<file path="src/rtl/hazard_pkg.sv">
// Shared types and constants for the pipeline hazard controller.
// ctl_t bundles every per-cycle control output so each state can assign it as one value.
package hazard_pkg;
  localparam int DRAIN_CYCLES = 3;
  localparam int CNT_W        = 16;
  localparam int DCNT_W       = $clog2(DRAIN_CYCLES + 1);

  typedef enum logic [1:0] {
    RUN      = 2'd0,
    MEM_WAIT = 2'd1,
    DRAIN    = 2'd2,
    HALTED   = 2'd3
  } state_e;

  typedef struct packed {
    logic pc_en;
    logic ifid_en;
    logic exmem_en;
    logic memwb_en;
    logic ifid_flush;
    logic idex_flush;
    logic halted;
  } ctl_t;

  localparam ctl_t CTL_RUN   = '{1'b1, 1'b1, 1'b1, 1'b1, 1'b0, 1'b0, 1'b0};
  localparam ctl_t CTL_FRZ   = '{1'b0, 1'b0, 1'b0, 1'b0, 1'b0, 1'b0, 1'b0};
  localparam ctl_t CTL_DRAIN = '{1'b0, 1'b0, 1'b1, 1'b1, 1'b0, 1'b1, 1'b0};
  localparam ctl_t CTL_HALT  = '{1'b0, 1'b0, 1'b0, 1'b0, 1'b0, 1'b0, 1'b1};
  localparam ctl_t CTL_RST   = '{1'b0, 1'b0, 1'b0, 1'b0, 1'b1, 1'b1, 1'b0};
endpackage

</file>
<file path="src/rtl/sat_counter.sv">
// Saturating up-counter with asynchronous active-low clear; sticks at all-ones.
module sat_counter
  import hazard_pkg::*;
#(
  parameter int W = CNT_W
) (
  input  logic         clk,
  input  logic         clr_n,
  input  logic         inc,
  output logic [W-1:0] count
);

  always_ff @(posedge clk or negedge clr_n) begin
    if (!clr_n)                 count <= '0;
    else if (inc && count != '1) count <= count + 1'b1;
  end

endmodule

</file>
<file path="src/rtl/hazard_controller.sv">
// Pipeline hazard controller: load-use stall, branch flush, memory freeze and
// drain-to-halt sequencing, plus saturating stall/flush performance counters.
module hazard_controller
  import hazard_pkg::*;
(
  input  logic             clk,
  input  logic             rst,
  input  logic [4:0]       IFID_rs1,
  input  logic [4:0]       IFID_rs2,
  input  logic             IFID_use_rs1,
  input  logic             IFID_use_rs2,
  input  logic             IDEX_MemRead,
  input  logic [4:0]       IDEXrd,
  input  logic             EX_branch_taken,
  input  logic             mem_req,
  input  logic             mem_ack,
  input  logic             halt_req,
  input  logic             resume,
  output logic             pc_en,
  output logic             ifid_en,
  output logic             exmem_en,
  output logic             memwb_en,
  output logic             ifid_flush,
  output logic             idex_flush,
  output logic             halted,
  output logic [CNT_W-1:0] stall_cnt,
  output logic [CNT_W-1:0] flush_cnt
);

  state_e            state, state_nxt;
  logic [DCNT_W-1:0] dcnt, dcnt_nxt;
  ctl_t              ctl;
  logic              mem_stall, load_use;
  logic              stall_inc, flush_inc;

  assign mem_stall = mem_req & ~mem_ack;
  assign load_use  = IDEX_MemRead && (IDEXrd != 5'd0) &&
                     ((IFID_use_rs1 && (IDEXrd == IFID_rs1)) ||
                      (IFID_use_rs2 && (IDEXrd == IFID_rs2)));

  always_ff @(posedge clk or negedge rst) begin
    if (!rst) begin
      state <= RUN;
      dcnt  <= '0;
    end else begin
      state <= state_nxt;
      dcnt  <= dcnt_nxt;
    end
  end

  always_comb begin
    ctl       = CTL_RUN;
    state_nxt = state;
    dcnt_nxt  = dcnt;
    case (state)
      RUN: begin
        if (mem_stall) begin
          ctl       = CTL_FRZ;
          state_nxt = MEM_WAIT;
        end else begin
          // Branch wins over load-use: the dependent instruction is squashed anyway.
          if (EX_branch_taken) begin
            ctl.ifid_flush = 1'b1;
            ctl.idex_flush = 1'b1;
          end else if (load_use) begin
            ctl.pc_en      = 1'b0;
            ctl.ifid_en    = 1'b0;
            ctl.idex_flush = 1'b1;
          end
          if (halt_req) begin
            state_nxt = DRAIN;
            dcnt_nxt  = DCNT_W'(DRAIN_CYCLES);
          end
        end
      end
      MEM_WAIT: begin
        if (mem_ack) begin
          // Ack releases the pipe this cycle; a pending branch flush lands here.
          if (EX_branch_taken) begin
            ctl.ifid_flush = 1'b1;
            ctl.idex_flush = 1'b1;
          end
          state_nxt = RUN;
        end else begin
          ctl = CTL_FRZ;
        end
      end
      DRAIN: begin
        if (mem_stall) begin
          ctl = CTL_FRZ;
        end else begin
          ctl      = CTL_DRAIN;
          dcnt_nxt = dcnt - 1'b1;
          if (dcnt == DCNT_W'(1)) state_nxt = HALTED;
        end
      end
      HALTED: begin
        ctl = CTL_HALT;
        if (resume) state_nxt = RUN;
      end
      default: begin
        ctl       = CTL_FRZ;
        state_nxt = RUN;
      end
    endcase
    if (!rst) ctl = CTL_RST;
  end

  assign pc_en      = ctl.pc_en;
  assign ifid_en    = ctl.ifid_en;
  assign exmem_en   = ctl.exmem_en;
  assign memwb_en   = ctl.memwb_en;
  assign ifid_flush = ctl.ifid_flush;
  assign idex_flush = ctl.idex_flush;
  assign halted     = ctl.halted;

  // A parked pipe in HALTED is not a stall.
  assign stall_inc = rst && !ctl.pc_en && (state != HALTED);
  assign flush_inc = rst && ctl.ifid_flush;

  sat_counter #(.W(CNT_W)) u_stall_cnt (
    .clk   (clk),
    .clr_n (rst),
    .inc   (stall_inc),
    .count (stall_cnt)
  );

  sat_counter #(.W(CNT_W)) u_flush_cnt (
    .clk   (clk),
    .clr_n (rst),
    .inc   (flush_inc),
    .count (flush_cnt)
  );

endmodule

</file>
<file path="config.mk">
export PLATFORM = sky130hd
export DESIGN_NAME = hazard_controller
export DESIGN_NICKNAME = d
export VERILOG_FILES = /design/src/rtl/hazard_pkg.sv /design/src/rtl/sat_counter.sv /design/src/rtl/hazard_controller.sv
export SDC_FILE = /design/constraint.sdc
export NUM_CORES = 1
export LEC_CHECK = 0
export ABC_AREA = 1
export CAP_MARGIN = 0
export CORE_MARGIN = 10
export CORE_UTILIZATION = 55
export CTS_BUF_LIST = sky130_fd_sc_hd__clkbuf_8
export DETAILED_ROUTE_END_ITERATION = 12
export PLACE_DENSITY_LB_ADDON = 0.1
export SYNTH_ARGS = -nofsm -noshare
export SYNTH_HDL_FRONTEND = slang
export SYNTH_SLANG_ARGS = --single-unit
</file>
<file path="constraint.sdc">
create_clock -name clk -period 2.26 [get_ports clk]
set_input_delay 0.339 -clock clk [delete_from_list [all_inputs] [get_ports clk]]
set_output_delay 0.339 -clock clk [all_outputs]
set_load 0.02 [all_outputs]
</file>
==> results of run 1 <==
==> cells by family after synthesis <==
kind of cell | Yosys count | share of synthesized area (%)
adders and majority gates | 3 | 1.52
DFF | 36 | 36.6
buffers and inverters | 53 | 9.29
and+or+nand+nor | 206 | 37.5
AOI/OAI and AO/OA | 23 | 5.13
xor gates and xnor gates | 28 | 9.95
==> sequential cells by signal, indices dropped and copies added, names as in the netlist <==
signal / flops
u_flush_cnt.count: 16
dcnt: 2
state: 2
u_stall_cnt.count: 16
==> timing repair <==
| item | CTS | global route |
|---|---|---|
| gates cloned | 0 | 0 |
| setup buffers | 0 | 0 |
| setup endpoints to repair | 6 | 3 |
| gates resized for setup | 6 | 7 |
==> cells in the mapped netlist <==
cell / number / area, um^2
a211oi_1: 1 / 7.51
a21oi_1: 5 / 25.0
buf_2: 3 / 15.0
buf_4: 3 / 22.5
buf_6: 2 / 22.5
dfrtp_1: 36 / 901
ha_1: 3 / 37.5
inv_1: 43 / 161
inv_2: 2 / 7.51
nand2_1: 109 / 409
nand2_2: 2 / 12.5
nand2_4: 1 / 11.3
nand3_1: 39 / 195
nand3_2: 1 / 10.0
nand3_4: 1 / 17.5
nand4_1: 5 / 31.3
nor2_1: 33 / 124
nor2_2: 3 / 18.8
nor2_4: 1 / 11.3
nor2_8: 1 / 20.0
nor3_1: 7 / 35.0
nor3_4: 1 / 16.3
nor4_1: 1 / 6.26
o21a_1: 2 / 15.0
o21ai_0: 14 / 70.1
o21ai_2: 1 / 8.76
or2_1: 1 / 6.26
xnor2_1: 10 / 87.6
xor2_1: 18 / 158
==> metrics by stage <==
stage / hold slack (ns) / instances
floorplan: 0.0434 / 349
global route: 0.154 / 475
global placement: 0.457 / 467
finish: 0.126 / 475
CTS: 0.146 / 475
detailed placement: 0.460 / 467
==> layer usage <==
metal  routed length, um  vias to the layer above  share of wire [%]
met4                  65                        0                1.0
met3                 517                        7                8.2
met1                2790                     1126                 44
li1                    -                     1243                  -
met2                2920                       59                 46
met5                   0                        -                  0
==> layout by cell type, fill, tap and decap left out, drive strengths merged, types with 10 or more instances in the layout <==
cell type      netlist  routed
nand3               41      41
o21ai               15      15
nand2              112     112
nor2                38      38
xor2                18      18
clkdlybuf4s50        0      56
buf                  8      12
xnor2               10      10
dfrtp               36      36
inv                 45      46
==> power breakdown <==
group	switching, mW	internal [mW]	total, mW
clock	0.225	0.243	0.468
combinational	0.674	0.494	1.17
sequential	0.189	0.776	0.965
==> critical path: cells and delay by family <==
family	cells	cell delay (ns)
buf+inv	4	0.98
simple gates	3	0.33
compound gates	1	0.12
==> path summary, 6_finish.rpt <==
check	slack (ns)	startpoint	end
max	0.15	mem_ack	ifid_flush
min	0.13	rst	u_stall_cnt.count[10]
max reg2reg	0.38	u_stall_cnt.count[0]	u_stall_cnt.count[13]
min reg2reg	0.52	u_flush_cnt.count[3]	u_flush_cnt.count[3]
max in group asynchronous	1.83	rst	u_stall_cnt.count[15]
min in group clk	0.52	u_flush_cnt.count[3]	u_flush_cnt.count[3]
==> layout make-up <==
cell class | count | area share, %
clock buffer | 6 | 2.54
clock inverter | 2 | 0.346
inverter | 45 | 5.19
multi-input combinational | 260 | 41.0
sequential | 36 | 27.7
tap | 52 | 2.00
timing repair buffer | 74 | 21.2
==> impl_metrics.yaml, run 1 <==
timing:
  finalSetupViolCount: 0
  max-slew-margin-rel_pct: 70.7
  setup-tns-final_ns: 0
  fin_skew_ns: 0.00776
  worst_pin_slew_ns: 0.440
  rsz0062_at_grt: "no"
  fin_ws_ns: 0.147
  post-route-period-util_pct: 93.5
  fmax_mhz: 473
  hold_violations: 0
  period_minus_slack_ns: 2.11
  drv_slew: 0
global_routing:
  grt_pass1_vias: 2413
  grt_max_degree: 37
  grt_first_pass_wirelength_mm: 11.2
  track_usage_pct: 17.7
  grt-ovfl-total: 0
  busiest_layer: "met2"
  grt.met1_usage_pct: 22.1
  antenna_found_initial: 0
  grt_use_met2_pct: 28.0
  grt_use_met3_pct: 6.27
placement:
  dp_slack_ns: -0.267
  post_dp_cell_area_um2: 3180
  hpwl_mm: 4.95
  portBuffers: 63
  routabilityCongestion: 0.840
worst_setup_path:
  required_ns: 1.92
  crit_top_cell: "nand2_1"
  critical-path-slowest-cell: "clkdlybuf4s50_1"
  path_max_fanout: 4
  max_stage_delay_ns: 0.49
  cp-start-kind: "primary input"
  end_kind: "primary output"
  worst_ep_arrival_time_ns: 1.77
  worstPathCellList: "clkdlybuf4s50_1 > inv_1 > nand2_1 > nand2_1 > nand2_2 > inv_2 > o21ai_0 > dlygate4sd2_1"
  worstSetupPathType: "in -> out"
  r2r.worst_path.cells: 9
die:
  initial_core_util_pct: 56.6
  rows: 24
  die_w_um: 86.9
  io_pins: 64
  die_area_um2: 7560
  die_h_um: 86.9
  core_area_um2: 4350
power_and_ir_drop:
  ir_drop_mv: 0.667
  p_leak_nw: 1.58
  report.power.total_mw: 2.60
  powerDensity_nw_per_um2: 800
routing:
  finalWirelength_mm: 6.29
  num_vias: 2435
  firstDrtPassIters: 4
  wl_per_cell_um: 13.2
  first_iter_violations: 103
  ant_nets: 0
  avgViaCountPerCell: 5.13
  drcViolationCount: 0
clock_network:
  clk_pin_slew_worst_paths_ns: 0.07
  clkSinkCount: 36
  hold_buffers: 0
  clockBufferDepth: 2
  htreeDepth: 2
  numCtsBuffers: 5
  insertion_delay_ns: 0.29
  cts_tree: "yes"
  root_buffer: "clkbuf_8"
job:
  drv_cap: 0
worst_hold_path:
  min_path_type: "in -> async"
synthesis:
  postSynthRegisterBits: 36
  synthDistinctLibCells: 29
  syn-num-nets: 377
  yosys_warnings: 0
  avgSynthCellArea_um2: 7.06
  seq_area_frac_synth_pct: 36.6
  syn-instance-count: 349
  netlist_area_um2: 2460
cells_and_area:
  fin_nets: 450
  antenna-diode-count: 0
  nFillCells: 358
  final_area_um2: 3250
  multi_input_area_um2: 1330
  ff_latch_area_um2: 901
  final_layout_size_suffix_gt1_share_pct: 8.51
  final_core_util_pct: 74.7
  syn2layout_area_growth_pct: 32.0
status:
  outcome: "finished clean"
Power figures use the tool's default switching activity.
==> inputs of run 2 (changes only) <==
- CORE_MARGIN: 10 -> not set
- PLACE_DENSITY: not set -> 0.87
- PLACE_DENSITY_LB_ADDON: 0.1 -> not set
==> run 2 against run 1 <==
Effect of this change:
- clock power fell by 2%
- largest cell class unchanged
- largest power group unchanged
- final cell count fell by 0.42%
- global-route usage rose by 9.2 points
==> impl_metrics.yaml, run 2 (synthesized netlist as in run 1, its figures left out) <==
cells_and_area:
  final_layout_size_suffix_gt1_share_pct: 8.27
  antenna-diode-count: 0
  ff_latch_area_um2: 901
  reg_top3: "u_flush_cnt.count: 16 flops, u_stall_cnt.count: 16 flops"
  final_cells: 473
  final_area_um2: 3250
  nFillCells: 311
  fin_nets: 450
  syn2layout_area_growth_pct: 31.9
  multi_input_area_um2: 1330
  final_common_cell: "nand2_1"
  layout_common_cells: "nand2_1 (109), clkdlybuf4s50_1 (56), inv_1 (45)"
worst_setup_path:
  cp-start-kind: "primary input"
  max_stage_delay_ns: 0.54
  worst_ep_arrival_time_ns: 1.75
  end_kind: "primary output"
  worstPathCellList: "clkdlybuf4s50_1 > inv_1 > nand2_1 > nand2_1 > nor2_1 > nand3_1 > nand2_1 > a21oi_1 > o21ai_0 > clkbuf_2"
  critical-path-slowest-cell: "clkdlybuf4s50_1"
  required_ns: 1.92
  cp.buffers_inverters: 3
  crit_top_cell: "nand2_1"
  crit_family: "buffers and inverters"
  path_max_fanout: 4
  worstSetupPathType: "in -> out"
power_and_ir_drop:
  clockPowerShare_pct: 17.7
  p_sw_mw: 1.08
  p_comb_share_pct: 45.1
  powerDensity_nw_per_um2: 799
  p_sw_share_pct: 41.6
  power_frac_seq_pct: 37.2
  p_int_mw: 1.52
  ir_drop_mv: 0.646
  p_leak_nw: 1.60
clock_network:
  clkSinkCount: 36
  numCtsBuffers: 5
  cts_tree: "yes"
  clockBufferDepth: 2
  insertion_delay_ns: 0.29
  htreeDepth: 2
  root_buffer: "clkbuf_8"
  hold_buffers: 0
  clk_pin_slew_worst_paths_ns: 0.07
global_routing:
  track_usage_pct: 27.0
  antenna_found_initial: 0
  busiest_layer: "met2"
  grt_pass1_vias: 2208
  grt.met1_usage_pct: 34.7
  grt_first_pass_wirelength_mm: 9.54
  grt_use_met2_pct: 44.3
  grt_use_met3_pct: 6.74
  grt_max_degree: 37
  grt-ovfl-total: 0
job:
  drv_cap: 0
die:
  die_area_um2: 4750
  die_w_um: 68.9
  io_pins: 64
  core_area_um2: 4140
  rows: 23
  initial_core_util_pct: 59.5
  die_h_um: 68.9
routing:
  finalWirelength_mm: 5.87
  drcViolationCount: 0
  first_iter_violations: 148
  ant_nets: 0
  avgViaCountPerCell: 5.27
  firstDrtPassIters: 4
  num_vias: 2492
  wl_per_cell_um: 12.4
timing:
  fmax_mhz: 478
  rsz0062_at_grt: "no"
  fin_skew_ns: 0.00462
  period_minus_slack_ns: 2.09
  finalSetupViolCount: 0
  post-route-period-util_pct: 92.6
  max-slew-margin-rel_pct: 70.3
  drv_slew: 0
  worst_pin_slew_ns: 0.446
  holdWs_ns: 0.124
  hold_violations: 0
placement:
  placed_cells: 465
  post_dp_cell_area_um2: 3170
  hpwl_mm: 4.37
  portBuffers: 63
  routabilityCongestion: 0.904
status:
  outcome: "finished clean"
worst_hold_path:
  min_path_type: "in -> async"
==> run 2: cell types whose count changed in the layout (fill, tap and decap cells not counted), sizes merged <==
cell | previous run | this run
buf | 12 | 14
dlygate4sd2 | 3 | 2
inv | 46 | 47
dlymetal6s2s | 0 | 1
clkbuf | 9 | 7
clkinvlp | 1 | 0
==> run 2: path summary, 6_finish.rpt <==
path                                      start                    end  slack [ns]  cells after the start
setup / recovery                      IDEXrd[1]             idex_flush        0.17                     10
hold / removal                              rst  u_stall_cnt.count[11]        0.12                      2
setup reg to reg           u_stall_cnt.count[0]   u_stall_cnt.count[0]        0.38                      9
hold reg to reg            u_flush_cnt.count[3]   u_flush_cnt.count[3]        0.52                      1
max in group asynchronous                   rst   u_stall_cnt.count[9]        1.82                      2
min in group clk           u_flush_cnt.count[3]   u_flush_cnt.count[3]        0.52                      1
==> run 2: what timing repair did <==
item                       CTS  global route
gates resized for setup      5            11
buffers inserted             0             0
setup endpoints to repair    6             4
==> run 2: final cells by class <==
cell class | count | area share [%]
clock buffer | 6 | 2.54
clock inverter | 2 | 0.231
inverter | 45 | 5.20
multi-input combinational | 260 | 41.0
sequential | 36 | 27.7
tap | 50 | 1.93
timing repair buffer | 74 | 21.3
==> run 2: layer usage <==
layer | routed length, um | share of wire [%] | up-vias
met2 | 2650 | 45 | 101
li1 | - | - | 1241
met3 | 567 | 9.7 | 11
met5 | 0 | 0 | -
met4 | 98 | 1.7 | 0
met1 | 2550 | 43 | 1139
==> run 2: power groups by stage <==
stage | sequential [mW] | clock (mW) | combinational (mW)
3_3_place_gp | 0.967 | 0 | 1.16
3_5_place_dp | 0.974 | 0 | 1.19
4_1_cts | 0.962 | 0.470 | 1.18
6_report | 0.965 | 0.460 | 1.17
2_1_floorplan | 1.04 | 0 | 0.635
5_1_grt | 0.995 | 0.499 | 1.30
==> run 2: per-stage QoR <==
stage | power (mW) | utilization (%) | setup TNS, ns | worst slack (ns)
global placement | 2.13 | 76.6 | -0.704 | -0.215
detailed placement | 2.16 | 76.6 | -0.824 | -0.275
CTS | 2.61 | 78.6 | 0 | 0.00968
floorplan | 1.68 | - | 0 | 0.286
finish | 2.60 | 78.4 | 0 | 0.167
global route | 2.79 | 78.4 | 0 | 0.00333
